$ cat src/rtl/piso_pkg.sv
// Shared types and defaults for the parallel-in/serial-out transmitter.
package piso_pkg;

  typedef enum logic {
    IDLE  = 1'b0,
    SHIFT = 1'b1
  } state_t;

  localparam int DEFAULT_WIDTH = 8;

endpackage

$ cat src/rtl/piso_tx_if.sv
// Parallel word input handshake plus serial output stream of piso_tx.
interface piso_tx_if
  import piso_pkg::*;
#(
  parameter int WIDTH = DEFAULT_WIDTH
);

  logic [WIDTH-1:0] din;
  logic             din_valid;
  logic             din_ready;
  logic             so;
  logic             so_valid;
  logic             so_last;
  logic             busy;

  modport master (
    output din, din_valid,
    input  din_ready, so, so_valid, so_last, busy
  );

  modport slave (
    input  din, din_valid,
    output din_ready, so, so_valid, so_last, busy
  );

endinterface

$ cat src/rtl/piso_bitcnt.sv
// Loadable down-counter with zero flag; it holds at zero instead of wrapping.
module piso_bitcnt #(
  parameter int CW = 3
) (
  input  logic          clk,
  input  logic          rst,
  input  logic          load,
  input  logic [CW-1:0] load_val,
  input  logic          dec,
  output logic          zero
);

  logic [CW-1:0] count;

  always_ff @(posedge clk) begin
    if (rst) begin
      count <= '0;
    end else if (load) begin
      count <= load_val;
    end else if (dec && (count != '0)) begin
      count <= count - 1'b1;
    end
  end

  assign zero = (count == '0);

endmodule

$ cat src/rtl/piso_tx.sv
// Serializes WIDTH-bit words one bit per cycle, MSB- or LSB-first, with back-to-back accept.
module piso_tx
  import piso_pkg::*;
#(
  parameter int WIDTH     = DEFAULT_WIDTH,
  parameter bit LSB_FIRST = 1'b0
) (
  input logic       clk,
  input logic       rst,
  piso_tx_if.slave  bus
);

  localparam int            CW       = $clog2(WIDTH);
  localparam logic [CW-1:0] LAST_IDX = CW'(WIDTH - 1);

  state_t           state_q, state_d;
  logic [WIDTH-1:0] sr_q;
  logic             shifting;
  logic             last_bit;
  logic             ready;
  logic             accept;
  logic             cnt_zero;
  logic             so_bit;

  always_comb begin
    shifting = (state_q == SHIFT);
    last_bit = shifting && cnt_zero;
    ready    = !shifting || last_bit;
    accept   = bus.din_valid && ready;
    so_bit   = 1'b0;
    if (shifting) begin
      so_bit = LSB_FIRST ? sr_q[0] : sr_q[WIDTH-1];
    end
  end

  always_comb begin
    state_d = state_q;
    case (state_q)
      IDLE:    if (accept) state_d = SHIFT;
      SHIFT:   if (cnt_zero && !accept) state_d = IDLE;
      default: state_d = IDLE;
    endcase
  end

  always_ff @(posedge clk) begin
    if (rst) begin
      state_q <= IDLE;
    end else begin
      state_q <= state_d;
    end
  end

  // Accept wins over shifting so a word captured on the last-bit cycle starts intact.
  always_ff @(posedge clk) begin
    if (rst) begin
      sr_q <= '0;
    end else if (accept) begin
      sr_q <= bus.din;
    end else if (shifting) begin
      sr_q <= LSB_FIRST ? (sr_q >> 1) : (sr_q << 1);
    end
  end

  piso_bitcnt #(
    .CW (CW)
  ) u_bitcnt (
    .clk      (clk),
    .rst      (rst),
    .load     (accept),
    .load_val (LAST_IDX),
    .dec      (shifting),
    .zero     (cnt_zero)
  );

  assign bus.din_ready = ready;
  assign bus.so        = so_bit;
  assign bus.so_valid  = shifting;
  assign bus.so_last   = last_bit;
  assign bus.busy      = shifting;

endmodule

$ cat src/flat_wrapper.sv
// flat-port wrapper written by rule: the top's interface ports become plain ports
module piso_tx_flat import piso_pkg::*;
#(
  parameter int WIDTH     = DEFAULT_WIDTH,
  parameter bit LSB_FIRST = 1'b0
)
  (clk, rst, bus_din, bus_din_valid, bus_din_ready, bus_so, bus_so_valid, bus_so_last, bus_busy);
  piso_tx_if #(.WIDTH(WIDTH)) bus_i ();
  input logic clk;
  input logic rst;
  input wire logic [$bits(bus_i.din)-1:0] bus_din;
  input wire logic [$bits(bus_i.din_valid)-1:0] bus_din_valid;
  output wire logic [$bits(bus_i.din_ready)-1:0] bus_din_ready;
  output wire logic [$bits(bus_i.so)-1:0] bus_so;
  output wire logic [$bits(bus_i.so_valid)-1:0] bus_so_valid;
  output wire logic [$bits(bus_i.so_last)-1:0] bus_so_last;
  output wire logic [$bits(bus_i.busy)-1:0] bus_busy;
  assign bus_i.din = bus_din;
  assign bus_i.din_valid = bus_din_valid;
  assign bus_din_ready = bus_i.din_ready;
  assign bus_so = bus_i.so;
  assign bus_so_valid = bus_i.so_valid;
  assign bus_so_last = bus_i.so_last;
  assign bus_busy = bus_i.busy;
  piso_tx #(.WIDTH(WIDTH), .LSB_FIRST(LSB_FIRST)) u_core (.clk(clk), .rst(rst), .bus(bus_i));
endmodule
$ cat config.mk
export PLATFORM = sky130hd
export DESIGN_NAME = piso_tx_flat
export DESIGN_NICKNAME = d
export VERILOG_FILES = /design/src/rtl/piso_pkg.sv /design/src/rtl/piso_tx_if.sv /design/src/rtl/piso_bitcnt.sv /design/src/rtl/piso_tx.sv /design/src/flat_wrapper.sv
export SDC_FILE = /design/constraint.sdc
export NUM_CORES = 1
export LEC_CHECK = 0
export ABC_CLOCK_PERIOD_IN_PS = 1300
export CORE_MARGIN = 3
export CORE_UTILIZATION = 40
export DETAILED_ROUTE_END_ITERATION = 8
export GPL_ROUTABILITY_DRIVEN = 0
export PLACE_DENSITY_LB_ADDON = 0.25
export SYNTH_ARGS = -nofsm -noshare
export SYNTH_HDL_FRONTEND = slang
export SYNTH_SLANG_ARGS = --single-unit
export TNS_END_PERCENT = 1
$ cat constraint.sdc
create_clock -name clk -period 1.3 [get_ports clk]
set_input_delay 0.13 -clock clk [delete_from_list [all_inputs] [get_ports clk]]
set_output_delay 0.13 -clock clk [all_outputs]
set_load 0.005 [all_outputs]
# ---- Word level (Yosys, flattened, before mapping)
# Index checks and enable logic that the tools add are counted.
dict set report classes {
  addsub 1
  reduce_logical 11
  bitwise 1
  n_mux 8
}
# operator n
set ops {}
lappend ops {{8-bit 2-to-1 mux} 2}
lappend ops {{3-bit 2-to-1 mux} 2}
lappend ops {{1-bit logical AND} 4}
lappend ops {{2-bit nonzero test} 2}
lappend ops {{3-bit logical NOT} 1}
lappend ops {{1-bit 2-to-1 mux} 3}
lappend ops {{3-bit nonzero test} 1}
lappend ops {{3-bit by 1-bit subtractor with 3-bit output, second input constant} 1}
lappend ops {{1-bit logical NOT} 2}
lappend ops {{1-bit case mux with 2 select lines} 1}
lappend ops {{1-bit logical OR} 1}
lappend ops {{1-bit NOT} 1}
dict set report totals {
  ff_bits 12
  output_inout_bits 5
}

# ---- Logic depth before layout (Yosys ltp)
dict set report logic_depth {
  word_depth 8
  ltp_mapped 8
}

# ---- By module
# From an unflattened synthesis, not the netlist that was laid out.
dict set report unflattened {
  hier_cells 76
  hier_area_um2 663.1
}
# mod seq_area_each_um2 cells_per_inst area_per_inst_um2 instances
set modules_own_cells {}
lappend modules_own_cells {piso_tx 180.2 55 480.5 1}
lappend modules_own_cells {piso_bitcnt 60.1 21 182.7 1}

# ---- Worst setup path before layout
# Ideal clock, no wire load.
dict set report synth_timing {
  path_type {reg2reg}
  from {reg u_core.u_bitcnt.count[0]}
  to {reg u_core.sr_q[1]}
  n_path_buf 1
  setup_time_ns 0.134
  path_stages_with_launch 9
  t_arrival_ns 1.318
  slack_ns -0.152
  path_cell_list {dfxtp_1 inv_1 ha_1 ha_1 nor2b_4 buf_6 inv_4 a211oi_1 nor4_1}
}
dict set report synth_via {
  elab_chain_len 5
}
# element line_no
set synth_rtl {}
lappend synth_rtl {{start: declaration} piso_bitcnt.sv:13} ;# logic [CW-1:0] count;
lappend synth_rtl {{start signal: assignment} piso_bitcnt.sv:19} ;# count <= load_val;
lappend synth_rtl {{start signal: assignment} piso_bitcnt.sv:21} ;# count <= count - 1'b1;
lappend synth_rtl {{3-bit logical NOT *} piso_bitcnt.sv:25} ;# assign zero = (count == '0);
lappend synth_rtl {{1-bit logical AND *} piso_tx.sv:27} ;# last_bit = shifting && cnt_zero;
lappend synth_rtl {{1-bit logical OR *} piso_tx.sv:28} ;# ready = !shifting || last_bit;
lappend synth_rtl {{net bus_din_ready} flat_wrapper.sv:13} ;# output wire logic [$bits(bus_i.din_ready)-1:0] bus_din_ready;
lappend synth_rtl {{1-bit logical AND *} piso_tx.sv:29} ;# accept = bus.din_valid && ready;
lappend synth_rtl {{8-bit 2-to-1 mux or 2-bit nonzero test (tied branches)} -}
lappend synth_rtl {{end signal: assignment} piso_tx.sv:58} ;# sr_q <= bus.din;
lappend synth_rtl {{end signal: assignment} piso_tx.sv:60} ;# sr_q <= LSB_FIRST ? (sr_q >> 1) : (sr_q << 1);
lappend synth_rtl {{end: declaration} piso_tx.sv:17} ;# logic [WIDTH-1:0] sr_q;
# The timed path passes the listed nets; every way through them passes the cells marked *.
# A chain may end at the register's enable or synchronous reset.

# ---- Final worst setup path
dict set report layout_timing {
  from {reg u_core.u_bitcnt.count[0]}
  to {out bus_din_ready}
}
dict set report layout_via {
  elab_chain_len 3
}
# element line_no
set layout_rtl {}
lappend layout_rtl {{3-bit logical NOT} piso_bitcnt.sv:25}
lappend layout_rtl {{1-bit logical AND} piso_tx.sv:27}
lappend layout_rtl {{1-bit logical OR} piso_tx.sv:28}
lappend layout_rtl {{end: declaration} flat_wrapper.sv:13}
# No other way between the ends.

==> impl_metrics.prom <==
# TYPE chip_impl_metric gauge
chip_impl_info{name="outcome",value="finished with violations"} 1
chip_impl_info{name="violations",value="setup timing"} 1
chip_impl_metric{name="drive_gt1_share",unit="%"} 42.86
chip_impl_metric{name="n_antenna_cell",unit=""} 0
chip_impl_metric{name="routed_wire_length_per_instance",unit="um"} 12.43
chip_impl_metric{name="cp.required",unit="ns"} 1.17
chip_impl_metric{name="antenna_found_initial",unit=""} 0
chip_impl_metric{name="power.static_leakage",unit="nW"} 0.3772
chip_impl_info{name="synth_top_cell_by_area",value="dfxtp_1"} 1
chip_impl_metric{name="clock_power_share",unit="%"} 23.0
chip_impl_metric{name="p_sw_share",unit="%"} 28.17
chip_impl_info{name="cp-end-kind",value="output pin"} 1
chip_impl_metric{name="wirelength",unit="um"} 1318
chip_impl_metric{name="synth_sequential_area_ratio",unit="%"} 39.67
chip_impl_metric{name="timing.critical_path.arrival",unit="ns"} 1.34
chip_impl_metric{name="via_count",unit=""} 569
chip_impl_metric{name="synth-async-reset-ratio",unit="%"} 0
chip_impl_metric{name="crit_path_max_incr_delay",unit="ns"} 0.33
chip_impl_metric{name="io-pin-count",unit=""} 16
chip_impl_metric{name="fmaxAchievable",unit="MHz"} 680.5
chip_impl_metric{name="p_sw",unit="mW"} 0.2740
chip_impl_info{name="synth_top_flop_cell",value="dfxtp_1"} 1
chip_impl_metric{name="grt_max_degree",unit=""} 21
chip_impl_metric{name="cap_violations",unit=""} 0
chip_impl_info{name="cp_top_family",value="flip-flops"} 1
chip_impl_metric{name="timing.critical_path.fanout_max",unit=""} 2
chip_impl_metric{name="place.detailed.hpwl",unit="um"} 907.5
chip_impl_metric{name="layoutNonFillerInstCount",unit=""} 106
chip_impl_metric{name="sequentialPowerShare",unit="%"} 44.2
chip_impl_metric{name="slew_violations",unit=""} 0
chip_impl_metric{name="logic_gate_share_of_total_power",unit="%"} 32.8
chip_impl_metric{name="number_of_buffers_inserted_during_clock_tree_synthesis",unit=""} 3
chip_impl_metric{name="htree_levels",unit=""} 1
chip_impl_info{name="cp-start-kind",value="flop"} 1
chip_impl_metric{name="global_route_wire_length_before_repair",unit="um"} 2132
chip_impl_info{name="clk_root_buffer_cell",value="clkbuf_4"} 1
chip_impl_metric{name="cell_internal_pwr",unit="mW"} 0.6987
chip_impl_info{name="ordered_list_of_cells_on_the_worst_path",value="inv_2, ha_4, ha_4, nor2b_4, buf_12, inv_8, clkbuf_2"} 1
chip_impl_metric{name="clk_latency",unit="ns"} 0.26
chip_impl_metric{name="dieHeight",unit="um"} 44.91
chip_impl_metric{name="synth_largest_type_area_fraction",unit="%"} 39.67
chip_impl_metric{name="ant_nets",unit=""} 0
chip_impl_metric{name="layout-area-overhead-vs-synth",unit="%"} 58.88
chip_impl_metric{name="synth_enable_flop_cells",unit=""} 0
chip_impl_metric{name="count_of_synthesis_stage_warnings_from_yosys",unit=""} 0
chip_impl_metric{name="post_cts_hold_buffer_count",unit=""} 0
chip_impl_metric{name="fin_crit",unit="ns"} 1.469
chip_impl_info{name="ys_top_cells_by_count",value="dfxtp_1, nor2_1, a211oi_1, nor3b_1, nor4_1"} 1
chip_impl_metric{name="initial_utilization",unit="%"} 44.32
chip_impl_metric{name="fp-row-count",unit=""} 13
chip_impl_metric{name="finalCritPeriodShare",unit="%"} 113.0
chip_impl_metric{name="core-area",unit="um2"} 1366
chip_impl_metric{name="path_clk_slew",unit="ns"} 0.07
chip_impl_info{name="critical_path.slowest_cell",value="dfxtp_2"} 1
chip_impl_info{name="hold_path.class",value="reg2reg"} 1
chip_impl_metric{name="netlist-cell-type-count",unit=""} 18
chip_impl_info{name="critical_path_class",value="reg2out"} 1
chip_impl_metric{name="postSynthRegisterBits",unit=""} 12
chip_impl_metric{name="grt_overflow",unit=""} 0
chip_impl_info{name="synth_area_leaders",value="dfxtp_1, a211oi_1, nor3b_1"} 1
chip_impl_metric{name="global_route.usage.total",unit="%"} 14.38
chip_impl_info{name="clock_tree_from_tritoncts",value="done"} 1
chip_impl_metric{name="via_per_inst",unit=""} 5.368
chip_impl_metric{name="place.port_buffers",unit=""} 15
chip_impl_metric{name="max-clock-path-buffers",unit=""} 2
chip_impl_metric{name="design.final.nets",unit=""} 106
chip_impl_info{name="worst_path_most_repeated_cell",value="ha_4"} 1
chip_impl_metric{name="postSynthCellCount",unit=""} 68
chip_impl_metric{name="drt-initial-drc-count",unit=""} 7
chip_impl_metric{name="synthesis.nets",unit=""} 81
chip_impl_info{name="rsz_0062_raised_after_global_routing",value="yes"} 1
chip_impl_metric{name="dp.cells",unit=""} 98
chip_impl_metric{name="avgSynthCellArea",unit="um2"} 8.906
chip_impl_metric{name="post_synth_instance_area",unit="um2"} 605.6
chip_impl_metric{name="clkSinkCount",unit=""} 12
chip_impl_metric{name="setup_violations",unit=""} 13
chip_impl_metric{name="final_critical_path_setup_slack",unit="ns"} -0.1695
chip_impl_metric{name="ir_drop",unit="mV"} 0.6818
chip_impl_metric{name="first_global_vias",unit=""} 522
chip_impl_metric{name="timing.critical_path.buf_inv",unit=""} 4
chip_impl_metric{name="power_per_cell_area",unit="nW/um2"} 1011
chip_impl_metric{name="drt_first_pass_iters",unit=""} 4
chip_impl_metric{name="drt_drc_violations_left",unit=""} 0
chip_impl_metric{name="die_outline_area",unit="um2"} 2017
chip_impl_metric{name="hold_violation_count_in_the_final_report",unit=""} 0
chip_impl_metric{name="worst_slew_pin_slew",unit="ns"} 0.8445
chip_impl_metric{name="slew_headroom",unit="%"} 43.49
chip_impl_metric{name="fin_skew",unit="ns"} 0.003526
chip_impl_metric{name="finalPower",unit="mW"} 0.9727
chip_impl_info{name="post-synth-top-count-cell",value="dfxtp_1"} 1
chip_impl_metric{name="dieWidth",unit="um"} 44.91
-- worst reg2reg max path: stages, from the launching register on --
cell and delay, ns:
dfxtp_2 0.33, inv_2 0.04, ha_4 0.15, ha_4 0.16, nor2b_4 0.14, buf_12 0.12, inv_8 0.03, buf_12 0.13
a211oi_4 0.20, nor4_2 0.05
-- worst paths after layout --
| path | endpoint | slack (ns) | start | cells past startpoint |
|---|---|---|---|---|
| hold / removal | u_core.sr_q[1] | 0.51 | u_core.sr_q[1] | 2 |
| hold reg to reg | u_core.sr_q[1] | 0.51 | u_core.sr_q[1] | 2 |
| setup / recovery | bus_din_ready | -0.17 | u_core.u_bitcnt.count[0] | 7 |
| setup reg to reg | u_core.sr_q[7] | -0.16 | u_core.u_bitcnt.count[0] | 9 |
-- placed cells by master (no fill, tap or decap) --
cell and n:
dfxtp_1 9, nor3b_2 4, nor4_2 1, dlygate4sd2_1 3, or2_2 1, a211oi_1 3
buf_4 7, dfxtp_2 3, buf_8 1, nor3_1 3, buf_6 2, inv_8 1
clkbuf_2 2, nor3b_1 3, inv_2 2, buf_12 2, clkbuf_4 3, nor2_1 11
nor4_1 6, ha_4 2, and2_1 2, inv_1 1, clkdlybuf4s50_1 10, nor2b_4 1
a32oi_1 1, a211oi_2 6, a211oi_4 1
-- per-stage QoR --
step                      hold WS, ns  cell area (um2)  utilization (%)  setup WS [ns]  TNS (ns)
final                          0.5089            962.2            70.42        -0.1695    -1.602
after global placement         0.4801            868.3            63.55        -0.2655    -2.122
after global routing           0.5450            962.2            70.42        -0.2679    -2.851
after floorplan                0.2083            688.2                -       -0.03257   -0.2812
after CTS                      0.5092            918.4            67.22        -0.2145    -1.957
after detailed placement       0.4989            868.3            63.55        -0.3326    -2.679
-- metal layers --
metal | up-vias | share of wire (%) | GRT usage [%]
met5 | - | 0 | 0
met4 | 0 | 0.83 | 5.263
met3 | 2 | 7.3 | 2.390
met2 | 19 | 46 | 25.50
met1 | 256 | 45 | 17.27
li1 | 292 | - | -
-- power by group through the flow --
stage	clock network [mW]	logic [mW]	registers, mW
6_report	0.224	0.319	0.430
5_1_grt	0.246	0.354	0.435
3_3_place_gp	0	0.273	0.436
2_1_floorplan	0	0.186	0.435
3_5_place_dp	0	0.278	0.437
4_1_cts	0.228	0.289	0.429
-- repair_timing --
action                     in CTS  in global routing
buffers inserted                3                  2
pin swaps                       8                 11
setup endpoints to repair      16                 14
hold endpoints to repair        0                  0
gates resized for setup        10                  7
-- cells by family after synthesis --
logic type               Yosys count  share of synthesized area (%)
AND/OR/NAND/NOR                   32                          30.58
AO/OA/AOI/OAI                     11                          13.84
flip-flops                        12                          39.67
adder cells (fa/ha/maj)            2                          4.132
buffers and inverters             11                          11.78
-- flip-flops by register name, indices dropped and copies added (netlist names) --
name,flops
u_core.u_bitcnt.count,3
u_core.sr_q,8
u_core.bus.busy,1
-- final cells by class --
class / count / area (um2)
timing repair buffer: 27 / 266.5
fill: 113 / 404.1
clock buffer: 3 / 22.52
inverter: 4 / 22.52
tap: 15 / 18.77
sequential: 12 / 244.0
multi-input combinational: 45 / 387.9
No activity file was read; power rests on OpenSTA's default activity.
